===== config.mk =====
export PLATFORM = sky130hd
export DESIGN_NAME = wb_master_port
export DESIGN_NICKNAME = d
export VERILOG_FILES = /design/src/rtl/wbm_pkg.sv /design/src/rtl/wb_master_port.sv
export SDC_FILE = /design/constraint.sdc
export NUM_CORES = 1
export LEC_CHECK = 0
export BUFFER_PORTS_ARGS = -buffer_cell sky130_fd_sc_hd__buf_2
export CORE_UTILIZATION = 40
export DETAILED_ROUTE_END_ITERATION = 10
export GPL_TIMING_DRIVEN = 0
export PLACE_DENSITY = 0.86
export SLEW_MARGIN = 20
export SYNTH_ARGS = -nofsm -noshare
export SYNTH_HDL_FRONTEND = slang
export SYNTH_SLANG_ARGS = --single-unit

===== constraint.sdc =====
create_clock -name wb_clk_i -period 1.59 [get_ports wb_clk_i]
set_input_delay 0.159 -clock wb_clk_i [delete_from_list [all_inputs] [get_ports wb_clk_i]]
set_output_delay 0.159 -clock wb_clk_i [all_outputs]
set_load 0.05 [all_outputs]

===== src/rtl/wbm_pkg.sv =====
// Shared types and constants for the single-outstanding Wishbone classic initiator.
package wbm_pkg;

  typedef enum logic [1:0] {
    IDLE = 2'd0,
    BUS  = 2'd1,
    RESP = 2'd2
  } wbm_state_e;

  localparam int WBM_DATA_W = 32;
  localparam int WBM_SEL_W  = 4;
  localparam int WBM_CNT_W  = 16;
  localparam logic [WBM_DATA_W-1:0] WBM_ERR_RDATA = 32'h0;

endpackage


===== src/rtl/wb_master_port.sv =====
// Wishbone classic initiator: one bus cycle per command, one response per command.
// Optional ack timeout is enabled by defining WBM_TIMEOUT_EN.
module wb_master_port
  import wbm_pkg::*;
#(
  parameter int ADDR_W         = 32,
  parameter int DATA_W         = WBM_DATA_W,
  parameter int SEL_W          = WBM_SEL_W,
  parameter int TIMEOUT_CYCLES = 255
) (
  input  logic              wb_clk_i,
  input  logic              wb_rst_i,
  input  logic              cmd_valid,
  output logic              cmd_ready,
  input  logic              cmd_we,
  input  logic [ADDR_W-1:0] cmd_adr,
  input  logic [DATA_W-1:0] cmd_dat,
  input  logic [SEL_W-1:0]  cmd_sel,
  output logic              rsp_valid,
  input  logic              rsp_ready,
  output logic [DATA_W-1:0] rsp_dat,
  output logic              rsp_err,
  output logic              wbm_cyc_o,
  output logic              wbm_stb_o,
  output logic              wbm_we_o,
  output logic [SEL_W-1:0]  wbm_sel_o,
  output logic [ADDR_W-1:0] wbm_adr_o,
  output logic [DATA_W-1:0] wbm_dat_o,
  input  logic              wbm_ack_i,
  input  logic [DATA_W-1:0] wbm_dat_i,
  output logic              busy
);

  if (TIMEOUT_CYCLES < 1 || DATA_W != 32 || SEL_W != DATA_W / 8) begin : g_param_check
    $error("wb_master_port: unsupported parameter combination");
  end

  // Handshakes: a beat transfers on the rising edge where valid && ready are both high;
  // valid and its payload stay stable until that edge, and ready never waits on valid.
  wbm_state_e        state_q, state_d;
  logic              cyc_q, cyc_d;
  logic              we_q, we_d;
  logic [SEL_W-1:0]  sel_q, sel_d;
  logic [ADDR_W-1:0] adr_q, adr_d;
  logic [DATA_W-1:0] dat_q, dat_d;
  logic              rsp_valid_q, rsp_valid_d;
  logic [DATA_W-1:0] rsp_dat_q, rsp_dat_d;
  logic              rsp_err_q, rsp_err_d;
`ifdef WBM_TIMEOUT_EN
  logic [WBM_CNT_W-1:0] cnt_q, cnt_d;
`endif

  always_comb begin
    state_d     = state_q;
    cyc_d       = cyc_q;
    we_d        = we_q;
    sel_d       = sel_q;
    adr_d       = adr_q;
    dat_d       = dat_q;
    rsp_valid_d = rsp_valid_q;
    rsp_dat_d   = rsp_dat_q;
    rsp_err_d   = rsp_err_q;
`ifdef WBM_TIMEOUT_EN
    cnt_d       = cnt_q;
`endif
    case (state_q)
      IDLE: begin
        if (cmd_valid) begin
          we_d  = cmd_we;
          sel_d = cmd_sel;
          dat_d = cmd_dat;
          adr_d = cmd_adr & ~ADDR_W'(2'b11);
          if (cmd_sel == '0) begin
            // Nothing to transfer: fail the command without touching the bus.
            state_d     = RESP;
            rsp_valid_d = 1'b1;
            rsp_err_d   = 1'b1;
            rsp_dat_d   = WBM_ERR_RDATA;
          end else begin
            state_d = BUS;
            cyc_d   = 1'b1;
`ifdef WBM_TIMEOUT_EN
            cnt_d   = '0;
`endif
          end
        end
      end
      BUS: begin
        if (wbm_ack_i) begin
          state_d     = RESP;
          cyc_d       = 1'b0;
          rsp_valid_d = 1'b1;
          rsp_err_d   = 1'b0;
          rsp_dat_d   = we_q ? '0 : wbm_dat_i;
        end
`ifdef WBM_TIMEOUT_EN
        else if (cnt_q == WBM_CNT_W'(TIMEOUT_CYCLES - 1)) begin
          state_d     = RESP;
          cyc_d       = 1'b0;
          rsp_valid_d = 1'b1;
          rsp_err_d   = 1'b1;
          rsp_dat_d   = WBM_ERR_RDATA;
        end else begin
          cnt_d = cnt_q + 1'b1;
        end
`endif
      end
      RESP: begin
        if (rsp_ready) begin
          state_d     = IDLE;
          rsp_valid_d = 1'b0;
        end
      end
      default: state_d = IDLE;
    endcase
  end

  always_ff @(posedge wb_clk_i) begin
    if (wb_rst_i) begin
      state_q     <= IDLE;
      cyc_q       <= 1'b0;
      we_q        <= 1'b0;
      sel_q       <= '0;
      adr_q       <= '0;
      dat_q       <= '0;
      rsp_valid_q <= 1'b0;
      rsp_dat_q   <= '0;
      rsp_err_q   <= 1'b0;
`ifdef WBM_TIMEOUT_EN
      cnt_q       <= '0;
`endif
    end else begin
      state_q     <= state_d;
      cyc_q       <= cyc_d;
      we_q        <= we_d;
      sel_q       <= sel_d;
      adr_q       <= adr_d;
      dat_q       <= dat_d;
      rsp_valid_q <= rsp_valid_d;
      rsp_dat_q   <= rsp_dat_d;
      rsp_err_q   <= rsp_err_d;
`ifdef WBM_TIMEOUT_EN
      cnt_q       <= cnt_d;
`endif
    end
  end

  assign cmd_ready = (state_q == IDLE);
  assign busy      = (state_q != IDLE);
  assign wbm_cyc_o = cyc_q;
  assign wbm_stb_o = cyc_q;
  assign wbm_we_o  = we_q;
  assign wbm_sel_o = sel_q;
  assign wbm_adr_o = adr_q;
  assign wbm_dat_o = dat_q;
  assign rsp_valid = rsp_valid_q;
  assign rsp_dat   = rsp_dat_q;
  assign rsp_err   = rsp_err_q;

endmodule

==> reports/results.txt, run 1 <==
CTS tree - done
met2 GRT Util - 39.1%
met1 Use GR - 23.1%
top-area cell type share of the netlist area - 52.9%
NetSw - 1830 µW
RSZ-0062 raised after global routing - false
vias in the first global route - 3818
wire per inst - 13.0 µm
Fillers - 860
number of synthesized flops with an enable pin - 0
Die Area - 10200 µm²
core area - 9370 µm²
layout cells sized above 1 - 36.8%
switching share of total power - 31.9%
# clock sinks - 104
Total Wirelength - 10.7 mm
grt ovf - 0
simple-gate portion of the synthesized area - 23.1%
Fin. Hold Viols - 0
Fmax - 0.662 GHz
final-stage net count - 792
post-detail-place hpwl - 8.12 mm
internal power - 3910 µW
Syn Inst Count - 461
met3 usage - 4.28%
# DRC - 0
power per cell area - 1050 nW/µm²
worst slew pin tran - 0.563 ns
CTS Hold Buffers Added - 0
synth cell count leaders - nand2_1, dfxtp_1, a21oi_1
placer's final routability congestion estimate - 0.803
Tightest Hold Check Type - primary input to flip-flop
top_reg_cell synth - dfxtp_1
Arrival @ worst endpoint - 1.79 ns
Synth Cell Area - 3940 µm²
max-cap check violation count - 0
CTS root buffer - clkbuf_8
synth top area cells - dfxtp_1, nand2_1, a21oi_1
Vias - 3880
Max-slew headroom - 62.5%
Crit path required time - 1.87 ns
xor/xnor share of the synthesized area - 0%
# diodes - 0
Die Y-Extent - 101 µm
first-pass GRT wire length - 16.9 mm
Most Crowded Layer GR - met2
leakage power - 0.00255 µW
CP max FO - 10
Total GRT Usage - 20.9%
Starting Density - 42.0%
Layout area overhead - 38.6%
Compound-Gate Fraction of Synth Area - 9.88%
status - finished clean
H-tree depth - 3
Port Buffers - 208
Yosys warning total - 0
Seq/Total Area, Yosys - 52.9%
post-synthesis adder-cell area fraction - 0%
Flop pwr share - 48.9%
multiplexer share of the synthesized area - 8.13%
Post-DRT Antenna Nets - 0
Pins Over Slew Limit - 0
post-synth top area cell - dfxtp_1
CP startpoint kind - flip-flop
Area after DPL - 5150 µm²
initial antenna violation count - 0
post-route cell area - 5460 µm²
Clock Latency Late Sink - 0.35 ns
Async SR Flop Fraction - 0%
Max rail drop VDD - 0.696 mV
CP Class - flip-flop to flip-flop
Tcrit/Tclk final - 95.0%
Synth Register Bits - 104
clk buf depth - 2
site row count - 35
Die Wd - 101 µm
clock-pin slew of the registers on the worst-case setup and hold paths - 0.10 ns
IO Count - 213
Clk pwr share - 28.6%
CTS buffer count - 9
largest family of logic cells by synthesized area - simple AND/OR/NAND/NOR gates
Critical Path End Type - flip-flop
Period minus WS final - 1.51 ns
Initial DRT Pass Iterations - 5
largest net degree at the start of global routing - 17
syn_area_per_cell - 8.54 µm²
# setup viols final - 0
Final Skew - 0.00789 ns
combinational power share - 22.5%
Tot Pwr - 5750 µW
Netlist cell types - 26
1st-iter DRT viols - 109
most common cell in the synthesized netlist - nand2_1
Avg Vias per Cell - 4.73
routing by layer:
metal / share of wire (%) / vias up
met5: 0 / -
met4: 1.4 / 0
met3: 5.4 / 15
met2: 52 / 134
met1: 41 / 1807
li1: - / 1924
registers in the layout, indices dropped and copies added, names as in the netlist:
signal / flops
wbm_we_o: 1
wbm_adr_o: 30
state_q: 2
rsp_err: 1
wbm_sel_o: 4
rsp_valid: 1
wbm_dat_o: 32
wbm_cyc_o: 1
rsp_dat: 32
area by class of cell:
type | count | area [µm²] | share of cell area [%]
inverter | 2 | 7.51 | 0.138
sequential | 104 | 2090 | 38.3
multi-input combinational | 318 | 1660 | 30.3
clock buffer | 12 | 145 | 2.66
tap | 129 | 161 | 2.96
timing repair buffer | 216 | 1130 | 20.7
clock inverter | 4 | 53.8 | 0.986
buffer | 35 | 215 | 3.94
placed cells by master, fill, tap and decap left out, types with 5 or more instances in the layout:
cell type    n
buf_2      214
nand2_1    166
dfxtp_1    102
a21oi_1     68
nand2b_1    32
mux2i_1     32
clkbuf_1    21
clkbuf_8    10
buf_4        8
buf_12       5
kinds of logic (layout without fill, tap and decap cells):
logic type	count (synthesis)	in the layout
simple gates	210	210
flops	104	104
compound gates	74	74
buf+inv	40	269
mux	32	32
other cells	1	2
through the flow:
stage | hold WS [ns] | worst slack (ns) | TNS (ns) | std cells | util, %
global placement | 0.399 | -0.324 | -8.99 | 799 | 54.9
floorplan | 0.295 | 0.0167 | 0 | 462 | -
global route | 0.0220 | 0.00125 | 0 | 820 | 58.3
detailed placement | 0.404 | -0.362 | -10.85 | 799 | 54.9
CTS | 0.00827 | -0.0434 | -0.336 | 822 | 58.7
finish | 0.0324 | 0.0798 | 0 | 820 | 58.3
critical path: stages, from the launching register on:
cell	delay [ns]
dfxtp_4	0.37
or3b_4	0.43
o21bai_4	0.13
buf_6	0.17
buf_12	0.15
mux2i_1	0.19
what timing repair did:
item | CTS | global route
cloned | 1 | 0
endpoints found under the setup margin | 70 | 91
gates resized for setup | 18 | 5
setup buffers | 8 | 1
pin swaps | 2 | 1
worst paths after layout:
| check | start | to | slack [ns] | cells past startpoint |
|---|---|---|---|---|
| worst max-delay path | state_q[0] | rsp_dat[26] | 0.08 | 5 |
| worst min-delay path | cmd_dat[22] | wbm_dat_o[22] | 0.03 | 3 |
| worst max register to register | state_q[0] | rsp_dat[26] | 0.08 | 5 |
| worst min register to register | wbm_adr_o[6] | wbm_adr_o[6] | 0.46 | 2 |
power groups by stage:
stage	sequential, µW	combinational [µW]	clock [µW]
finish	2810	1290	1640
global route	2830	1390	1800
CTS	2810	1310	1700
detailed placement	2870	1260	0
global placement	2860	1230	0
floorplan	3310	433	0
No activity file was read; power rests on OpenSTA's default activity.
==> run 2, diff against run 1 <==
--- a/config.mk
+++ b/config.mk
@@ -10,6 +10,7 @@
 export DETAILED_ROUTE_END_ITERATION = 10
 export GPL_TIMING_DRIVEN = 0
 export PLACE_DENSITY = 0.86
+export SETUP_SLACK_MARGIN = 0.15
 export SLEW_MARGIN = 20
 export SYNTH_ARGS = -nofsm -noshare
 export SYNTH_HDL_FRONTEND = slang
==> reports/results.txt, run 2 (synthesis results as in run 1) <==
most common cell after layout, fill and taps aside - buf_2
Arrival @ worst endpoint - 1.98 ns
reg2reg start - state_q[0]
grt ovf - 0
initial antenna violation count - 0
Port Buffers - 208
Fillers - 794
failing checks - setup timing
status - finished with violations
placer's final routability congestion estimate - 0.783
Pins Over Slew Limit - 0
core area - 9370 µm²
Period minus WS final - 1.69 ns
final-stage net count - 811
Clock Latency Late Sink - 0.36 ns
Total Wirelength - 11.8 mm
Max rail drop VDD - 0.578 mV
# setup viols final - 70
Die Wd - 101 µm
IO Count - 213
CTS tree - done
fin worst setup slack - -0.104 ns
CP max FO - 8
HP Start - cmd_dat[8]
1st-iter DRT viols - 122
Min-Delay Path Depth - 3
Starting Density - 42.0%
Vias - 3975
clk buf depth - 2
worst hold slack - 0.0262 ns
# clock sinks - 104
CTS buffer count - 9
leakage power - 0.00284 µW
CP startpoint kind - flip-flop
Layout area overhead - 55.9%
vias in the first global route - 4023
layout cells sized above 1 - 49.6%
Area after DPL - 5180 µm²
commonest non-fill, non-tap cells in the layout - buf_2, nand2_1, dfxtp_1
CP startpoint - state_q[0]
Tcrit/Tclk final - 107%
Crit path required time - 1.88 ns
H-tree depth - 3
wire per inst - 14.0 µm
Critical Path End Type - flip-flop
Max-slew headroom - 56.4%
Die Y-Extent - 101 µm
Total GRT Usage - 22.4%
Fin. Hold Viols - 0
Avg Vias per Cell - 4.74
Tot Pwr - 6150 µW
area of the multi-input gates - 1910 µm²
max-cap check violation count - 0
largest net degree at the start of global routing - 19
Post-DRT Antenna Nets - 0
Reg area - 2080 µm²
# diodes - 0
site row count - 35
# DRC - 0
worst slew pin tran - 0.654 ns
CP Class - flip-flop to flip-flop
clock-pin slew of the registers on the worst-case setup and hold paths - 0.11 ns
worst-case reg-to-reg path depth - 7
post-detail-place hpwl - 7.91 mm
Die Area - 10200 µm²
Initial DRT Pass Iterations - 4
Tightest Hold Check Type - primary input to flip-flop
Fmax - 0.590 GHz
power per cell area - 1000 nW/µm²
Final Skew - 0.0152 ns
RSZ-0062 raised after global routing - true
first-pass GRT wire length - 18.1 mm
CTS Hold Buffers Added - 0
CTS root buffer - clkbuf_8
post-route cell area - 6140 µm²
[run 2: changes by cell type in the layout (fill, tap and decap cells not counted), moves of 4 or more]
cell,before,now
a21oi_2,0,24
nand2_2,0,38
inv_6,0,4
clkbuf_1,21,11
clkbuf_16,0,4
a21oi_1,68,44
buf_8,0,7
clkbuf_2,1,5
buf_6,2,11
clkbuf_8,10,18
nand2_1,166,122
buf_2,214,206
nand2_4,0,6
[run 2: final timing paths]
kind         slack [ns]             to
min                0.03   wbm_dat_o[8]
min reg2reg        0.46  wbm_dat_o[24]
max               -0.10    rsp_dat[28]
max reg2reg       -0.10    rsp_dat[28]
[run 2: report_power, final]
group	internal (µW)	switching [µW]	total, µW
logic	614	999	1610
registers	2740	86.0	2830
clock network	748	966	1710
[run 2: critical path: stages, from the launching register on]
cell and delay, ns:
dfxtp_2 0.33, buf_6 0.11, or3b_4 0.38, buf_6 0.13, o21bai_4 0.13, buf_12 0.18
buf_12 0.14, mux2i_4 0.22
[run 2: through the flow]
step | TNS [ns] | util [%] | instances | setup slack, ns
6_report | -2.61 | 65.5 | 839 | -0.104
5_1_grt | -5.41 | 65.5 | 839 | -0.122
4_1_cts | -2.04 | 64.2 | 835 | -0.0866
3_5_place_dp | -8.48 | 55.3 | 799 | -0.279
3_3_place_gp | -6.42 | 55.3 | 799 | -0.207
2_1_floorplan | 0 | - | 462 | 0.0462
[run 2: repair_timing]
action	in CTS	in global routing
resized for setup	130	18
pin swaps	76	2
setup endpoints to repair	104	105
buffers inserted	12	2
gates cloned	9	2
[run 2: layout make-up]
type / count / share of cell area (%)
Clock inverter: 7 / 1.22
Multi-Input combinational cell: 318 / 31.1
Tap cell: 129 / 2.63
Sequential cell: 104 / 33.9
Inverter: 2 / 0.122
Clock buffer: 9 / 2.02
Buffer: 37 / 6.05
Timing Repair Buffer: 233 / 23.0
[run 2: per-layer routing]
metal / GRT usage (%) / vias up / share of wire, %
met5: 0 / - / 0
met1: 24.9 / 1841 / 41
li1: - / 1971 / -
met2: 41.5 / 146 / 51
met4: 6.91 / 0 / 1.7
met3: 5.66 / 17 / 6.4
